`config.mk`:
```
export PLATFORM = sky130hd
export DESIGN_NAME = mem_access_ctrl
export DESIGN_NICKNAME = d
export VERILOG_FILES = /design/src/rtl/mem_access_ctrl.sv
export SDC_FILE = /design/constraint.sdc
export NUM_CORES = 1
export LEC_CHECK = 0
export CAP_MARGIN = 20
export CORE_MARGIN = 4
export CORE_UTILIZATION = 36
export DETAILED_ROUTE_END_ITERATION = 12
export PLACE_DENSITY = 0.8
export SYNTH_ARGS = -nofsm -noshare
export SYNTH_HDL_FRONTEND = slang
export SYNTH_SLANG_ARGS = --single-unit
```
`constraint.sdc`:
```
create_clock -name clk -period 1.7 [get_ports clk]
set_input_delay 0.17 -clock clk [delete_from_list [all_inputs] [get_ports clk]]
set_output_delay 0.17 -clock clk [all_outputs]
set_load 0.02 [all_outputs]
```
`src/rtl/mem_access_ctrl.sv`:
```
// Multicycle load/store sequencer: alignment check, memory read into the MDR,
// read-modify-write for sub-word stores, and the size-select code for the size mux.
module mem_access_ctrl #(
  parameter int unsigned MEM_LATENCY = 1
) (
  input  logic        clk,
  input  logic        reset,
  input  logic        start,
  input  logic        op,
  input  logic [1:0]  size,
  input  logic [31:0] addr_in,
  input  logic [31:0] mem_rdata,
  input  logic [31:0] merged_wdata,
  output logic [31:0] mem_addr,
  output logic        mem_wr,
  output logic [31:0] mem_wdata,
  output logic [31:0] mdr,
  output logic [2:0]  size_sel,
  output logic        busy,
  output logic        done,
  output logic        misaligned
);

  typedef enum logic [1:0] {IDLE, RD, WR, DONE} state_t;

  localparam logic [3:0] LAT      = 4'(MEM_LATENCY);
  localparam logic [2:0] SEL_NONE = 3'b110;

  state_t      state_q, state_d;
  logic        op_q, op_d;
  logic [3:0]  cnt_q, cnt_d;
  logic [31:0] addr_q, addr_d;
  logic [31:0] mdr_q, mdr_d;
  logic [2:0]  sel_q, sel_d;
  logic        mis_q, mis_d;

  logic        fault;
  logic        sub_word;

  function automatic logic [2:0] size_code(input logic is_store, input logic [1:0] sz);
    logic [2:0] code;
    unique case (sz)
      2'b00:   code = is_store ? 3'b000 : 3'b011;
      2'b01:   code = is_store ? 3'b010 : 3'b101;
      default: code = is_store ? 3'b001 : 3'b100;
    endcase
    return code;
  endfunction

  assign sub_word = (size == 2'b00) || (size == 2'b01);
  assign fault    = ((size == 2'b01) && addr_in[0]) ||
                    (size[1] && (addr_in[1:0] != 2'b00));

  always_comb begin
    state_d = state_q;
    op_d    = op_q;
    cnt_d   = cnt_q;
    addr_d  = addr_q;
    mdr_d   = mdr_q;
    sel_d   = sel_q;
    mis_d   = mis_q;
    unique case (state_q)
      IDLE: begin
        if (start) begin
          op_d   = op;
          addr_d = addr_in;
          sel_d  = size_code(op, size);
          if (fault) begin
            mis_d   = 1'b1;
            state_d = DONE;
          end else if (!op || sub_word) begin
            cnt_d   = LAT;
            state_d = RD;
          end else begin
            state_d = WR;
          end
        end
      end
      RD: begin
        // Last latency cycle: capture read data, then finish a load or merge a store.
        if (cnt_q <= 4'd1) begin
          cnt_d   = 4'd0;
          mdr_d   = mem_rdata;
          state_d = op_q ? WR : DONE;
        end else begin
          cnt_d = cnt_q - 4'd1;
        end
      end
      WR:   state_d = DONE;
      DONE: begin
        mis_d   = 1'b0;
        state_d = IDLE;
      end
      default: state_d = IDLE;
    endcase
  end

  always_ff @(posedge clk) begin
    if (reset) begin
      state_q <= IDLE;
      op_q    <= 1'b0;
      cnt_q   <= 4'd0;
      addr_q  <= 32'd0;
      mdr_q   <= 32'd0;
      sel_q   <= SEL_NONE;
      mis_q   <= 1'b0;
    end else begin
      state_q <= state_d;
      op_q    <= op_d;
      cnt_q   <= cnt_d;
      addr_q  <= addr_d;
      mdr_q   <= mdr_d;
      sel_q   <= sel_d;
      mis_q   <= mis_d;
    end
  end

  assign mem_addr   = addr_q;
  assign mem_wr     = (state_q == WR);
  assign mem_wdata  = merged_wdata;
  assign mdr        = mdr_q;
  assign size_sel   = sel_q;
  assign busy       = (state_q != IDLE);
  assign done       = (state_q == DONE);
  assign misaligned = mis_q;

endmodule

```
# Yosys cells after proc, flatten, opt, wreduce, memory -nomap -nowiden

Index checks and enable logic that the tools add are counted.

Bits of input ports: 102
Logic and storage cells: 53
Flip-flop bits (word level): 75

Reductions and logical operators: 17
Add/subtract/negate cells: 1
Eq/ne operators: 9
Order comparisons: 1
Mux-type cells: 18

Operators by type and width:

| operator                                            | number |
|---|---|
| two-way mux 4 bit                                   | 4 |
| two-way mux 2 bit                                   | 5 |
| inequality test 2 bit, second input constant        | 5 |
| one-hot mux 2 bit (4 select lines)                  | 1 |
| one-hot mux 4 bit (2 select lines)                  | 1 |
| nonzero test 2 bit                                  | 4 |
| two-way mux 3 bit                                   | 2 |
| one-hot mux 3 bit (2 select lines)                  | 1 |
| AND reduction 2 bit                                 | 3 |
| == test 2 x 1 -> 1 bit, second input constant       | 2 |
| == test 2 bit, second input constant                | 2 |
| <= comparator 4 x 1 -> 1 bit, second input constant | 1 |
| logical NOT 2 bit                                   | 2 |
| AND reduction 4 bit                                 | 1 |
| subtractor 4 x 1 -> 4 bit, second input constant    | 1 |
| logical OR 1 bit                                    | 3 |
| two-way mux 1 bit                                   | 3 |
| AND reduction 3 bit                                 | 1 |
| logical AND 1 bit                                   | 2 |
| one-hot mux 1 bit (2 select lines)                  | 1 |
| logical NOT 1 bit                                   | 1 |

# Logic depth before layout (Yosys ltp)

Depth after elaboration: 7
Mapped depth: 8

# Least setup slack after synthesis

OpenSTA, ideal clock, no wires.

Kind: reg2reg
From: register cnt_q[0]
To: register cnt_q[3]
Data required time: 1,626 ps
Setup slack: 112 ps
Library setup time: 74 ps
Data arrival time: 1,515 ps
Stages on the path, launching flop included: 7
Cell sequence: dfxtp_1 > inv_1 > ha_1 > nor2_2 > o31ai_2 > or4_1 > o211ai_2

Word-level cells in the longest chain between the ends: 3
Elaborated cells on any way between the ends: 4
Those cells by class: 1 x add/sub; 1 x order compare; 2 x mux

Ends and longest elaborated chain:

| what                                                                      | line   | text |
|---|---|---|
| from (decl)                                                               | 31     | `logic [3:0] cnt_q, cnt_d;` |
| from (signal assigned)                                                    | 110    | `cnt_q <= cnt_d;` |
| subtractor 4 x 1 -> 4 bit or <= comparator 4 x 1 -> 1 bit (tied branches) | 86, 81 |  |
| two-way mux 4 bit *                                                       | 81     | `if (cnt_q <= 4'd1) begin` |
| one-hot mux 4 bit (2 select lines) *                                      | 62     | `unique case (state_q)` |

Mark *: on every way between the ends. The rest lies on a longest branch, timed or not.
A chain may end at the register's enable or synchronous reset.

# Final worst setup path

From: register state_q[0]
To: output busy

Word-level cells in the longest chain between the ends: 1

Ends and longest elaborated chain:

| what                   | line | text |
|---|---|---|
| from (decl)            | 29   | `state_t state_q, state_d;` |
| from (signal assigned) | 108  | `state_q <= state_d;` |
| nonzero test 2 bit     | 123  | `assign busy = (state_q != IDLE);` |
| to (decl)              | 19   | `output logic busy,` |

No other way between the ends.

==> summary.txt <==
STA
  – RSZ-0062 raised after global routing: false
  – Clock skew: 14.0 ps
  – Slew Viols, Final: 0
  – Worst-Margin Slew: 286 ps
  – Tmin final: 1630 ps
  – Slew headroom: 80.9%
  – FMAX: 614 MHz
  – Hold Fails Final Rpt: 0
  – Endpoints failing setup: 0
  – Fin crit share: 95.9%

Clock tree
  – CTS sink count: 75
  – Cts-stage hold buffer count: 0
  – Root Buffer: clkbuf_8
  – CTS Buf Count: 9
  – Clk slew on worst S/H paths: 80 ps
  – H-tree depth: 3
  – Bufs on Longest Clock Path: 2
  – CTS tree: yes
  – Clock insertion delay at the later pin of the skew report: 340 ps

Die
  – IO Count: 205
  – Initial Util: 36.7%
  – Chip width: 102 um
  – Die ar.: 10400 um^2
  – Die height: 102 um
  – Row count: 34
  – Core outline area: 8680 um^2

Critical path
  – WS Path Type: flip-flop to output pin
  – Crit path max fanout: 7
  – Worst Path Arrival: 1460 ps
  – Worst setup EP type: output pin
  – CP startpoint kind: flip-flop
  – Worst EP required: 1530 ps

Cells and area
  – Layout cells sized above 1: 10.2%
  – Final Non-Filler Cells: 627
  – Area Overhead vs Synth: 53.1%
  – # nets final: 624
  – # diodes: 0
  – Post-Layout Inst Area: 4880 um^2
  – Fin util: 56.2%

Synthesis
  – Compound-gate portion of the synthesized area: 16.8%
  – Area leader, netlist: dfxtp_1
  – Ys async rst share: 0%
  – Predominant post-synthesis flop cell: dfxtp_1
  – Mean Syn Cell Area: 8.03 um^2
  – Post-synth top area share: 47.1%
  – Seq/Total Area, Yosys: 47.1%
  – Largest family of logic cells by synthesized area: simple AND/OR/NAND/NOR gates
  – Mux share of post-synthesis cell area: 0.314%
  – Post-synth EDFFs: 0
  – Syn nets: 507
  – Cell with the most instances after synthesis: nand2_1
  – FF+latch count, synth: 75
  – Adder-Cell Fraction of Synth Area: 3.14%
  – Post-Syn Area: 3190 um^2
  – Synth area leaders: dfxtp_1, nand2_1, a21oi_1, buf_4, ha_1
  – Count of different cell masters after synthesis: 39
  – Post-synthesis simple-gate area fraction: 20.3%
  – Xor and xnor fraction of the mapped netlist area: 0.275%
  – Cells after Synth: 397
  – Post-synth top cells: nand2_1, dfxtp_1, a21oi_1
  – Synth Warn #: 0

Placement
  – Placed cells: 608
  – Number of port buffers: 140
  – Placed instance area: 4550 um^2
  – DP Wirelength: 6050 um
  – Routability congestion estimate: 0.871

Global routing
  – Global-route wire length before repair: 12500 um
  – Total track usage: 15.0%
  – Initial antenna violation count: 0
  – Vias in the first global route: 2818
  – Largest net degree at the start of global routing: 49
  – Total grt overflow: 0

Routing
  – Post-DRT Antenna Nets: 0
  – # DRC: 0
  – Vias/cell: 4.75
  – Routed WL: 8340 um
  – Pre-antenna DRT Iters: 4
  – Wire per inst: 13.3 um
  – DR vias: 2978
  – DRT iter0 DRCs: 75

Power and ir drop
  – Tot Pwr: 7.06 mW
  – Pwr Density: 1450 nW/um^2
  – Worst VDD drop: 622 uV
  – Pleak: 1.81 nW

Outcome
  – Outcome: completed

Job
  – Max-Cap Viols: 0

Min path
  – Hold Crit Class: primary input to flip-flop
-- cell families (layout without fill, tap and decap cells) --
| kind of cell | count (synthesis) | after routing |
|---|---|---|
| DFF | 75 | 75 |
| adders and majority gates | 8 | 8 |
| buffers and inverters | 66 | 188 |
| muxes | 1 | 1 |
| AOI/OAI and AO/OA | 90 | 90 |
| xor gates and xnor gates | 1 | 1 |
| and+or+nand+nor | 156 | 156 |
-- worst paths after layout --
check / startpoint / end / slack (ps) / cells past startpoint
hold reg to reg: mdr[10] / mdr[10] / 450 / 2
hold / removal: reset / cnt_q[3] / 250 / 3
setup reg to reg: cnt_q[1] / mdr[26] / 80 / 9
setup / recovery: state_q[0] / busy / 70 / 4
-- layout by cell type, fill, tap and decap left out, types with 3 or more instances in the layout --
master / n
dfxtp_1: 74
a211oi_1: 4
a21oi_1: 72
ha_2: 3
inv_1: 9
clkbuf_8: 10
buf_12: 4
nand2_1: 136
buf_4: 15
nor2_1: 4
ha_1: 4
clkdlybuf4s50_1: 136
or3_1: 3
-- where the power goes --
part,internal [mW],leakage (nW),switching (mW)
Clock,0.866,0.113,0.638
Combinational,1.56,1.09,1.69
Sequential,2.12,0.613,0.186
Total,4.55,1.81,2.51
-- cell type report --
cell class / instances / area (um^2)
Clock inverter: 6 / 86.3
Clock buffer: 10 / 138
Sequential cell: 75 / 1500
Timing Repair Buffer: 163 / 1660
Multi-Input combinational cell: 256 / 1330
Fill cell: 791 / 3800
Tap cell: 108 / 135
Inverter: 9 / 33.8
-- metal layers --
layer | vias up | global-route usage (%) | wire [um]
met5 | - | 0 | 0
li1 | 1495 | - | -
met4 | 0 | 7.97 | 228
met3 | 21 | 6.96 | 1030
met1 | 1340 | 15.4 | 3130
met2 | 122 | 25.5 | 3950
-- per-stage QoR --
stage          hold WS [ps]  TNS, ps  setup WS (ps)
2_1_floorplan           273        0            112
3_3_place_gp            340    -66.2          -53.4
3_5_place_dp            340     -145          -91.3
4_1_cts                 223        0           16.6
5_1_grt                 246        0           1.88
6_report                249        0           70.3
-- worst max-delay path, stage by stage, from the launching register on --
cell	delay, ps
dfxtp_1	390
inv_1	100
ha_2	240
inv_1	110
clkdlybuf4s15_2	280
-- sequential cells by signal, indices dropped and copies added, names as in the netlist --
register / cells
size_sel: 3
mdr: 32
mem_addr: 32
cnt_q: 4
misaligned: 1
state_q: 2
op_q: 1
-- timing repair --
item	4_1_cts	5_1_grt
gates cloned	0	2
endpoints found under the setup margin	3	34
gates resized for setup	6	8
pin swaps	0	1
setup buffers	0	1
Power figures use the tool's default switching activity.
